--- src/rtl/npc_patrol_array_if.sv ---
// npc_patrol_array_if: frame/attack inputs and packed enemy status outputs
interface npc_patrol_array_if #(
    parameter int N_ENEMY = 4
);
    logic                   frame_tick;
    logic                   enable;
    logic                   attack_valid;
    logic [9:0]             attack_x;
    logic [9:0]             attack_y;
    logic [N_ENEMY*10-1:0]  enemy_x;
    logic [N_ENEMY*10-1:0]  enemy_y;
    logic [N_ENEMY*2-1:0]   enemy_state;
    logic [N_ENEMY*4-1:0]   enemy_life;
    logic [7:0]             kill_count;
    logic                   all_dead;

    modport master (
        output frame_tick, enable, attack_valid, attack_x, attack_y,
        input  enemy_x, enemy_y, enemy_state, enemy_life, kill_count, all_dead
    );
    modport slave (
        input  frame_tick, enable, attack_valid, attack_x, attack_y,
        output enemy_x, enemy_y, enemy_state, enemy_life, kill_count, all_dead
    );
endinterface

--- src/rtl/npc_patrol_array.sv ---
// npc_patrol_array: per-frame patrol, hit, hurt and respawn logic for a row of enemies
module npc_patrol_array #(
    parameter int N_ENEMY        = 4,
    parameter int MAX_LIFE       = 3,
    parameter int HURT_FRAMES    = 16,
    parameter int RESPAWN_FRAMES = 120,
    parameter int SPEED          = 2,
    parameter int Y_MIN          = 100,
    parameter int Y_MAX          = 380,
    parameter int X_BASE         = 80,
    parameter int X_SPACING      = 120,
    parameter int ENEMY_SIZE     = 32,
    parameter int ATK_SIZE       = 24
) (
    input logic              Clk,
    input logic              Reset,
    npc_patrol_array_if.slave bus
);
    typedef enum logic [1:0] {IDLE = 2'b00, PATROL = 2'b01, HURT = 2'b10, DEAD = 2'b11} state_t;

    logic             upd;
    logic [N_ENEMY-1:0] die_v;
    logic [N_ENEMY-1:0] dead_v;
    logic [7:0]       kill_q, kill_d;
    logic [8:0]       kill_sum;
    logic [10:0]      ax, ay;

    assign upd = bus.frame_tick && bus.enable;
    assign ax  = {1'b0, bus.attack_x};
    assign ay  = {1'b0, bus.attack_y};

    for (genvar g = 0; g < N_ENEMY; g++) begin : g_enemy
        localparam logic [9:0] X0 = 10'(X_BASE + g * X_SPACING);
        state_t      st_q, st_d;
        logic [9:0]  x_q;
        logic [9:0]  y_q, y_d;
        logic        up_q, up_d;
        logic [3:0]  life_q, life_d;
        logic [15:0] tmr_q, tmr_d;
        logic [10:0] ex, ey;
        logic        hit, die;

        assign ex  = {1'b0, x_q};
        assign ey  = {1'b0, y_q};
        assign hit = bus.attack_valid && st_q == PATROL
                  && ax < ex + 11'(ENEMY_SIZE) && ex < ax + 11'(ATK_SIZE)
                  && ay < ey + 11'(ENEMY_SIZE) && ey < ay + 11'(ATK_SIZE);

        // next-state: hit beats movement; hurt and dead count down and leave when the timer reads 1
        always_comb begin
            st_d   = st_q;
            y_d    = y_q;
            up_d   = up_q;
            life_d = life_q;
            tmr_d  = tmr_q;
            die    = 1'b0;
            case (st_q)
                IDLE: st_d = PATROL;
                PATROL: begin
                    if (hit) begin
                        if (life_q > 4'd1) begin
                            life_d = life_q - 1'b1;
                            st_d   = HURT;
                            tmr_d  = 16'(HURT_FRAMES);
                        end else begin
                            life_d = 4'd0;
                            st_d   = DEAD;
                            tmr_d  = 16'(RESPAWN_FRAMES);
                            die    = 1'b1;
                        end
                    end else if (!up_q) begin
                        y_d  = ey + 11'(SPEED) >= 11'(Y_MAX) ? 10'(Y_MAX) : y_q + 10'(SPEED);
                        up_d = ey + 11'(SPEED) >= 11'(Y_MAX);
                    end else begin
                        y_d  = ey <= 11'(Y_MIN + SPEED) ? 10'(Y_MIN) : y_q - 10'(SPEED);
                        up_d = !(ey <= 11'(Y_MIN + SPEED));
                    end
                end
                HURT: begin
                    tmr_d = tmr_q <= 16'd1 ? 16'd0 : tmr_q - 1'b1;
                    st_d  = tmr_q <= 16'd1 ? PATROL : HURT;
                end
                DEAD: begin
                    tmr_d = tmr_q <= 16'd1 ? 16'd0 : tmr_q - 1'b1;
                    if (tmr_q <= 16'd1) begin
                        st_d   = PATROL;
                        life_d = 4'(MAX_LIFE);
                        y_d    = 10'(Y_MIN);
                        up_d   = 1'b0;
                    end
                end
            endcase
        end

        // per-enemy registers, advanced only on enabled frame ticks
        always_ff @(posedge Clk or posedge Reset) begin
            if (Reset) begin
                st_q   <= IDLE;
                x_q    <= X0;
                y_q    <= 10'(Y_MIN);
                up_q   <= 1'b0;
                life_q <= 4'(MAX_LIFE);
                tmr_q  <= 16'd0;
            end else if (upd) begin
                st_q   <= st_d;
                y_q    <= y_d;
                up_q   <= up_d;
                life_q <= life_d;
                tmr_q  <= tmr_d;
            end
        end

        assign die_v[g]                  = die;
        assign dead_v[g]                 = st_q == DEAD;
        assign bus.enemy_x[10*g +: 10]   = x_q;
        assign bus.enemy_y[10*g +: 10]   = y_q;
        assign bus.enemy_state[2*g +: 2] = st_q;
        assign bus.enemy_life[4*g +: 4]  = life_q;
    end

    // add every enemy dying this frame, clamp at 255
    always_comb begin
        kill_sum = {1'b0, kill_q};
        for (int i = 0; i < N_ENEMY; i++) kill_sum = kill_sum + {8'd0, die_v[i]};
        kill_d = kill_sum > 9'd255 ? 8'd255 : kill_sum[7:0];
    end

    // kill counter register
    always_ff @(posedge Clk or posedge Reset) begin
        if (Reset) kill_q <= 8'd0;
        else if (upd) kill_q <= kill_d;
    end

    assign bus.kill_count = kill_q;
    assign bus.all_dead   = &dead_v;
endmodule

--- src/flat_wrapper.sv ---
// flat-port wrapper written by rule: the top's interface ports become plain ports
module npc_patrol_array_flat 
#(
    parameter int N_ENEMY        = 4,
    parameter int MAX_LIFE       = 3,
    parameter int HURT_FRAMES    = 16,
    parameter int RESPAWN_FRAMES = 120,
    parameter int SPEED          = 2,
    parameter int Y_MIN          = 100,
    parameter int Y_MAX          = 380,
    parameter int X_BASE         = 80,
    parameter int X_SPACING      = 120,
    parameter int ENEMY_SIZE     = 32,
    parameter int ATK_SIZE       = 24
)
  (Clk, Reset, bus_frame_tick, bus_enable, bus_attack_valid, bus_attack_x, bus_attack_y, bus_enemy_x, bus_enemy_y, bus_enemy_state, bus_enemy_life, bus_kill_count, bus_all_dead);
  npc_patrol_array_if #(.N_ENEMY(N_ENEMY)) bus_i ();
  input logic Clk;
  input logic Reset;
  input wire logic [$bits(bus_i.frame_tick)-1:0] bus_frame_tick;
  input wire logic [$bits(bus_i.enable)-1:0] bus_enable;
  input wire logic [$bits(bus_i.attack_valid)-1:0] bus_attack_valid;
  input wire logic [$bits(bus_i.attack_x)-1:0] bus_attack_x;
  input wire logic [$bits(bus_i.attack_y)-1:0] bus_attack_y;
  output wire logic [$bits(bus_i.enemy_x)-1:0] bus_enemy_x;
  output wire logic [$bits(bus_i.enemy_y)-1:0] bus_enemy_y;
  output wire logic [$bits(bus_i.enemy_state)-1:0] bus_enemy_state;
  output wire logic [$bits(bus_i.enemy_life)-1:0] bus_enemy_life;
  output wire logic [$bits(bus_i.kill_count)-1:0] bus_kill_count;
  output wire logic [$bits(bus_i.all_dead)-1:0] bus_all_dead;
  assign bus_i.frame_tick = bus_frame_tick;
  assign bus_i.enable = bus_enable;
  assign bus_i.attack_valid = bus_attack_valid;
  assign bus_i.attack_x = bus_attack_x;
  assign bus_i.attack_y = bus_attack_y;
  assign bus_enemy_x = bus_i.enemy_x;
  assign bus_enemy_y = bus_i.enemy_y;
  assign bus_enemy_state = bus_i.enemy_state;
  assign bus_enemy_life = bus_i.enemy_life;
  assign bus_kill_count = bus_i.kill_count;
  assign bus_all_dead = bus_i.all_dead;
  npc_patrol_array #(.N_ENEMY(N_ENEMY), .MAX_LIFE(MAX_LIFE), .HURT_FRAMES(HURT_FRAMES), .RESPAWN_FRAMES(RESPAWN_FRAMES), .SPEED(SPEED), .Y_MIN(Y_MIN), .Y_MAX(Y_MAX), .X_BASE(X_BASE), .X_SPACING(X_SPACING), .ENEMY_SIZE(ENEMY_SIZE), .ATK_SIZE(ATK_SIZE)) u_core (.Clk(Clk), .Reset(Reset), .bus(bus_i));
endmodule
--- config.mk ---
export PLATFORM = sky130hd
export DESIGN_NAME = npc_patrol_array_flat
export DESIGN_NICKNAME = d
export VERILOG_FILES = /design/src/rtl/npc_patrol_array_if.sv /design/src/rtl/npc_patrol_array.sv /design/src/flat_wrapper.sv
export SDC_FILE = /design/constraint.sdc
export NUM_CORES = 1
export LEC_CHECK = 0
export ABC_AREA = 1
export ABC_CLOCK_PERIOD_IN_PS = 6400
export CORE_ASPECT_RATIO = 1.2
export CORE_MARGIN = 1
export CORE_UTILIZATION = 35
export CTS_BUF_LIST = sky130_fd_sc_hd__clkbuf_8
export DETAILED_ROUTE_END_ITERATION = 8
export SYNTH_ARGS = -nofsm -noshare
export SYNTH_HDL_FRONTEND = slang
export SYNTH_SLANG_ARGS = --single-unit
--- constraint.sdc ---
create_clock -name Clk -period 6.4 [get_ports Clk]
set_input_delay 1.28 -clock Clk [delete_from_list [all_inputs] [get_ports Clk]]
set_output_delay 1.28 -clock Clk [all_outputs]
set_load 0.02 [all_outputs]
==> summary.txt, run 1 <==
Die
  – Die height: 209.6 um
  – Core area: 35,190 um^2
  – Initial Util: 35.73%
  – IO Count: 138
  – Die ar.: 36,690 um^2
  – Die width: 175.0 um
  – Cell Rows: 75

Yosys
  – Post-synth top area share: 23.09%
  – Post-Syn Instances: 1,823
  – Synthesis Warnings: 40
  – Primary FF master, synth: dfrtp_1
  – Syn Std Cell Area: 12,570 um^2
  – Syn avg cell area: 6.897 um^2
  – Yosys reg bits: 136
  – Post-synth EDFFs: 0
  – Post-synthesis sequential area ratio: 27.27%
  – Synth top area cells: dfrtp_1, nand2_1, ha_1
  – Yosys cell types: 49
  – Post-synth top area cell: dfrtp_1
  – Async SR Flop Fraction: 100.0%

Outcome
  – Status: finished clean

Layout
  – Ant. Diodes: 0
  – Commonest non-fill, non-tap cells in the layout: nand2_1, inv_1, nor2_1
  – Final core area utilization: 40.03%
  – Layout area overhead: 12.04%
  – Most common cell after layout, fill and taps aside: nand2_1
  – NumNets Final: 2,042
  – Share of cells above drive strength 1: 6.076%
  – Non-filler cells in the finished layout: 2,371

Global routing
  – Vias in the first global route: 11,012
  – GRT Residual Overflow: 0
  – Initial antenna violation count: 0
  – Pin count of the biggest net entering global routing: 99
  – Gr usage total: 18.54%
  – First-pass GRT wire length: 55.19 mm

Clock network
  – Clk buf depth: 2
  – CTS tree: yes
  – Sink Count: 136
  – Post_cts resized: 0
  – Worst-path clk slew: 90 ps
  – Later-pin clock latency in the skew report: 490 ps
  – Clock root buffer: clkbuf_8
  – Cts bufs inserted: 17
  – # hold bufs at CTS: 0
  – H-Tree Depth: 4
  – Post-CTS Setup Inserts: 0

Flow run
  – Maxcap violations: 0

Routing
  – DR pass1 iterations: 5
  – Post-Route M1 WL: 15.26 mm
  – Met2 wire length: 15.96 mm
  – Drt drc: 0
  – Vias per cell: 4.873
  – Vias: 11,554
  – Routed len/inst: 13.93 um
  – Uppermost layer routed: met4
  – Iteration-0 DRC Markers: 679
  – Met3 WL: 1.254 mm
  – Post-DRT Antenna Nets: 0
  – Drt total wl: 33.03 mm

STA
  – Period utilization: 87.85%
  – Unrepaired setup endpoints after global routing: false
  – Clk_skew: 16.60 ps
  – Setup TNS: 0 ps
  – Post-route setup slack: 777.4 ps
  – Post-route minimum period: 5623 ps
  – Max-Slew Margin vs Limit: 26.00%
  – Final setup violation count: 0
  – Fmax: 0.1779 GHz
  – Tightest Pin Transition: 1103 ps
  – Final slew viol count: 0
  – Fin. Hold Viols: 0

Setup path
  – Crit Path Class: primary input to flip-flop
  – Cell mode on critical path: nand2_1
  – Critical Path RT: 6810 ps
  – CP max stage delay: 620 ps
  – Crit Path Max Fanout: 6
  – Slowest-stage cell, CP: clkdlybuf4s50_1
  – Worst Setup End Kind: flip-flop
  – CP top delay family: simple AND/OR/NAND/NOR gates
  – Critical path launch point type: primary input
  – Crit path DAT: 6030 ps
  – Number of buffers and inverters on the critical path: 4

Pwr
  – Power Dens Cells: 443.6 nW/um^2
  – Maximum vdd drop: 0.0001871 V
  – LEAKAGE: 0.007002 uW

Placement
  – Port bufs: 87
  – Setup WS pre-CTS: 237.1 ps
  – Post-DP HPWL: 24.63 mm
  – RePlAce Congestion: 0.8908
  – Post-Place Cells: 2,339

Min path
  – Min-delay worst type: flip-flop to flip-flop
-- cells in the mapped netlist, types with 4 or more instances --
cell / n
a21oi_1: 61
a21oi_4: 4
a31oi_1: 6
buf_2: 17
buf_4: 52
buf_6: 6
clkbuf_1: 14
dfrtp_1: 116
dfstp_2: 20
ha_1: 118
inv_1: 194
nand2_1: 505
nand2_2: 8
nand2_4: 6
nand3_1: 130
nand3b_1: 13
nand4_1: 51
nor2_1: 188
nor2_2: 6
nor2_4: 4
nor3_1: 31
nor3b_1: 7
nor4_1: 5
o211ai_1: 6
o21a_1: 7
o21ai_0: 84
o21ai_1: 28
o22ai_1: 4
or2_2: 8
xnor2_1: 21
xor2_1: 70
-- worst register-to-register path, delay by kind of cell, from the launching register on --
family,cells,cell delay [ps]
and+or+nand+nor,11,1640
adders and majority gates,5,1610
DFF,1,700
AOI/OAI and AO/OA,2,220
xor gates and xnor gates,1,190
buffers and inverters,2,170
-- sequential cells by signal, indices dropped and copies added, names as in the netlist --
register / flops
u_core.g_enemy.y_q: 36
u_core.g_enemy.tmr_q: 64
u_core.bus.kill_count: 8
u_core.g_enemy.up_q: 4
u_core.g_enemy.st_q: 8
u_core.g_enemy.life_q: 16
-- logic make-up (layout without fill, tap and decap cells) --
group,Yosys count,in the layout,synth area share (%)
AO/OA/AOI/OAI,209,209,9.255
XOR/XNOR,91,91,6.339
adder cells (fa/ha/maj),121,121,12.22
buffers and inverters,289,332,10.71
flip-flops,136,136,27.27
other,1,44,0.02983
AND/OR/NAND/NOR,976,976,34.18
-- final cells by class --
cell class | instances | area (um^2)
clock buffers | 17 | 234.0
clock inverters | 15 | 162.7
fillers | 3670 | 21100
inverters | 200 | 755.7
multi-input cells | 1441 | 7960
flip-flops and latches | 136 | 3428
well taps | 462 | 578.1
repair buffers | 100 | 968.4
-- metrics by stage --
step | total power, uW | hold WS (ps) | cell area, um^2
2_1_floorplan | 4511 | 441.9 | 12730
3_3_place_gp | 5443 | 456.9 | 13690
3_5_place_dp | 5505 | 465.7 | 13690
4_1_cts | 6289 | 486.5 | 14090
5_1_grt | 6914 | 506.7 | 14090
6_report | 6250 | 484.3 | 14090
-- where the power goes --
part	internal [uW]	total [uW]	switching, uW
Sequential	1200	1710	508
Clock	353	743	390
Combinational	1450	3790	2350
Total	3000	6250	3250
-- path summary, 6_finish.rpt --
kind / from / slack [ps] / to / depth (start not counted)
max in group asynchronous: Reset / 3920 / u_core.g_enemy[3].y_q[2] / 3
worst max register to register: u_core.g_enemy[2].y_q[5] / 1790 / u_core.bus.kill_count[1] / 21
worst max-delay path: bus_attack_y[4] / 780 / u_core.bus.kill_count[1] / 26
min in group asynchronous: Reset / 1320 / u_core.g_enemy[2].tmr_q[13] / 2
worst min register to register: u_core.g_enemy[3].tmr_q[5] / 480 / u_core.g_enemy[3].tmr_q[5] / 2
worst min-delay path: u_core.g_enemy[3].tmr_q[5] / 480 / u_core.g_enemy[3].tmr_q[5] / 2
-- per-layer routing --
metal  vias up  GRT usage [%]
met3        37          2.935
met4         0          5.427
met1      5346          23.78
li1       5964              -
met5         -              0
met2       207          31.87
Note: power is estimated with default switching activity, not from simulation.
==> run 2, diff against run 1 <==
CELL_PAD_IN_SITES_DETAIL_PLACEMENT = 1   (was unset)
CELL_PAD_IN_SITES_GLOBAL_PLACEMENT = 2   (was unset)
CORE_UTILIZATION = 33   (was 35)
PLACE_DENSITY_LB_ADDON = 0.1   (was unset)
==> run 2 against run 1 <==
Combinational power grew 3%. Die area grew 6.0%. Highest routed layer unchanged. Register-to-register slack got worse by 120 ps. Maximum frequency grew 0.12%. Sequential share of layout area shrank 0.19 points. Utilization decreased by 1.9 points. Largest power group unchanged. Via count up 2.7%. Critical endpoint unchanged. Critical path depth rose by 2. Sequential power barely moved. Global-route usage up 1.9 points. Clock power grew 19%.
==> summary.txt, run 2 (synthesis results as in run 1) <==
STA
  – Max-Slew Margin vs Limit: 39.26%
  – Period utilization: 87.75%
  – Tightest Pin Transition: 911.2 ps
  – Post-route minimum period: 5616 ps
  – Unrepaired setup endpoints after global routing: false
  – Post-route setup slack: 784.2 ps
  – Setup TNS: 0 ps
  – Clk_skew: 13.18 ps
  – Fmax: 0.1781 GHz
  – Final setup violation count: 0
  – Final slew viol count: 0
  – Fin. Hold Viols: 0
  – WHS: 484.8 ps

Layout
  – Commonest non-fill, non-tap cells in the layout: nand2_1, inv_1, nor2_1
  – Leading registers by flop count: u_core.g_enemy.tmr_q x64, u_core.g_enemy.y_q x36, u_core.g_enemy.life_q x16
  – Final core area utilization: 38.18%
  – Largest reg by FF count: u_core.g_enemy.tmr_q
  – Register area: 3428 um^2
  – Share of cells above drive strength 1: 6.172%
  – Area of the multi-input gates: 7960 um^2
  – Fillers: 4,754
  – Largest register FFs: 64
  – Design area: 14,200 um^2
  – Layout area overhead: 12.93%
  – Ant. Diodes: 0
  – Most common cell after layout, fill and taps aside: nand2_1
  – NumNets Final: 2,045

Die
  – IO Count: 138
  – Initial Util: 33.81%
  – Die width: 180.2 um
  – Cell Rows: 77
  – Die height: 215.8 um
  – Die ar.: 38,890 um^2
  – Core area: 37,190 um^2

Setup path
  – Worst Setup End Kind: flip-flop
  – Critical path launch point type: primary input
  – Cell mode on critical path: nand2_1
  – CP top delay family: simple AND/OR/NAND/NOR gates
  – Crit path DAT: 6040 ps
  – Critical Path RT: 6830 ps
  – Number of buffers and inverters on the critical path: 6
  – Crit Path Max Fanout: 7
  – CP max stage delay: 690 ps
  – Slowest-stage cell, CP: clkdlybuf4s50_1
  – Crit Path Class: primary input to flip-flop

Global routing
  – Vias in the first global route: 12,169
  – Busiest grt layer: met2
  – Gr usage total: 20.43%
  – GR Util met1: 25.13%
  – Initial antenna violation count: 0
  – First-pass GRT wire length: 63.65 mm
  – Pin count of the biggest net entering global routing: 92
  – GR Util met2: 36.60%
  – GR Util met3: 2.919%
  – GRT Residual Overflow: 0

Clock network
  – H-Tree Depth: 4
  – # hold bufs at CTS: 0
  – Sink Count: 136
  – Clk buf depth: 2
  – Clock root buffer: clkbuf_8
  – Worst-path clk slew: 90 ps
  – Post_cts resized: 0
  – CTS tree: yes
  – Later-pin clock latency in the skew report: 510 ps
  – Cts bufs inserted: 17
  – Post-CTS Setup Inserts: 0

Routing
  – Post-DRT Antenna Nets: 0
  – Routed len/inst: 16.11 um
  – DR pass1 iterations: 4
  – Drt total wl: 38.45 mm
  – Vias: 11,869
  – Vias per cell: 4.974
  – Iteration-0 DRC Markers: 386
  – Drt drc: 0

Pwr
  – Maximum vdd drop: 0.0002038 V
  – LEAKAGE: 0.007065 uW
  – Power Dens Cells: 458.2 nW/um^2

Placement
  – Port bufs: 87
  – Post-DP HPWL: 29.07 mm
  – Setup WS pre-CTS: 224.9 ps
  – RePlAce Congestion: 0.8267
  – Post-DP Area: 13,730 um^2

Min path
  – Min-delay worst type: flip-flop to flip-flop

Flow run
  – Maxcap violations: 0

Outcome
  – Status: finished clean
-- run 2: cell count changes in the layout (fill, tap and decap cells not counted), moves of 3 or more --
| cell | change |
|---|---|
| inv_6 | -6 |
| clkinvlp_4 | -3 |
| bufinv_16 | +3 |
| clkbuf_8 | +3 |
| buf_4 | +3 |
-- run 2: worst paths after layout --
path | from | end | slack, ps | depth (start not counted)
hold reg to reg | u_core.g_enemy[3].tmr_q[6] | u_core.g_enemy[3].tmr_q[6] | 480 | 2
setup / recovery | bus_attack_y[3] | u_core.bus.kill_count[1] | 780 | 28
max in group asynchronous | Reset | u_core.g_enemy[0].y_q[1] | 3870 | 3
setup reg to reg | u_core.g_enemy[2].y_q[5] | u_core.bus.kill_count[1] | 1670 | 21
hold / removal | u_core.g_enemy[3].tmr_q[6] | u_core.g_enemy[3].tmr_q[6] | 480 | 2
min in group asynchronous | Reset | u_core.g_enemy[3].y_q[8] | 1350 | 2
-- run 2: cell type report --
class | instances | area share (%)
clock buffers | 20 | 1.939
repair buffers | 103 | 6.979
flip-flops and latches | 136 | 24.15
well taps | 474 | 4.177
clock inverters | 12 | 1.375
multi-input cells | 1441 | 56.06
inverters | 200 | 5.323
-- run 2: tightest hold or removal path, delay by kind of cell, from the launching register on --
kind | cells | cell delay (ps)
and+or+nand+nor | 2 | 100
DFF | 1 | 350
-- run 2: power breakdown --
part	internal [uW]	total, uW	switching (uW)	leakage, uW
combinational	1460	3900	2440	0.00508
sequential	1200	1720	516	0.00174
clock	494	887	393	0.000244
-- run 2: per-layer routing --
metal / wire, um / vias up
li1: - / 5967
met1: 17830 / 5750
met2: 19060 / 120
met3: 923 / 32
met4: 634 / 0
met5: 0 / -
-- run 2: per-stage QoR --
| stage | total power, uW | std cells |
|---|---|---|
| finish | 6506 | 2386 |
| global route | 7208 | 2386 |
| CTS | 6620 | 2386 |
| detailed placement | 5670 | 2354 |
| global placement | 5585 | 2354 |
| floorplan | 4511 | 1866 |
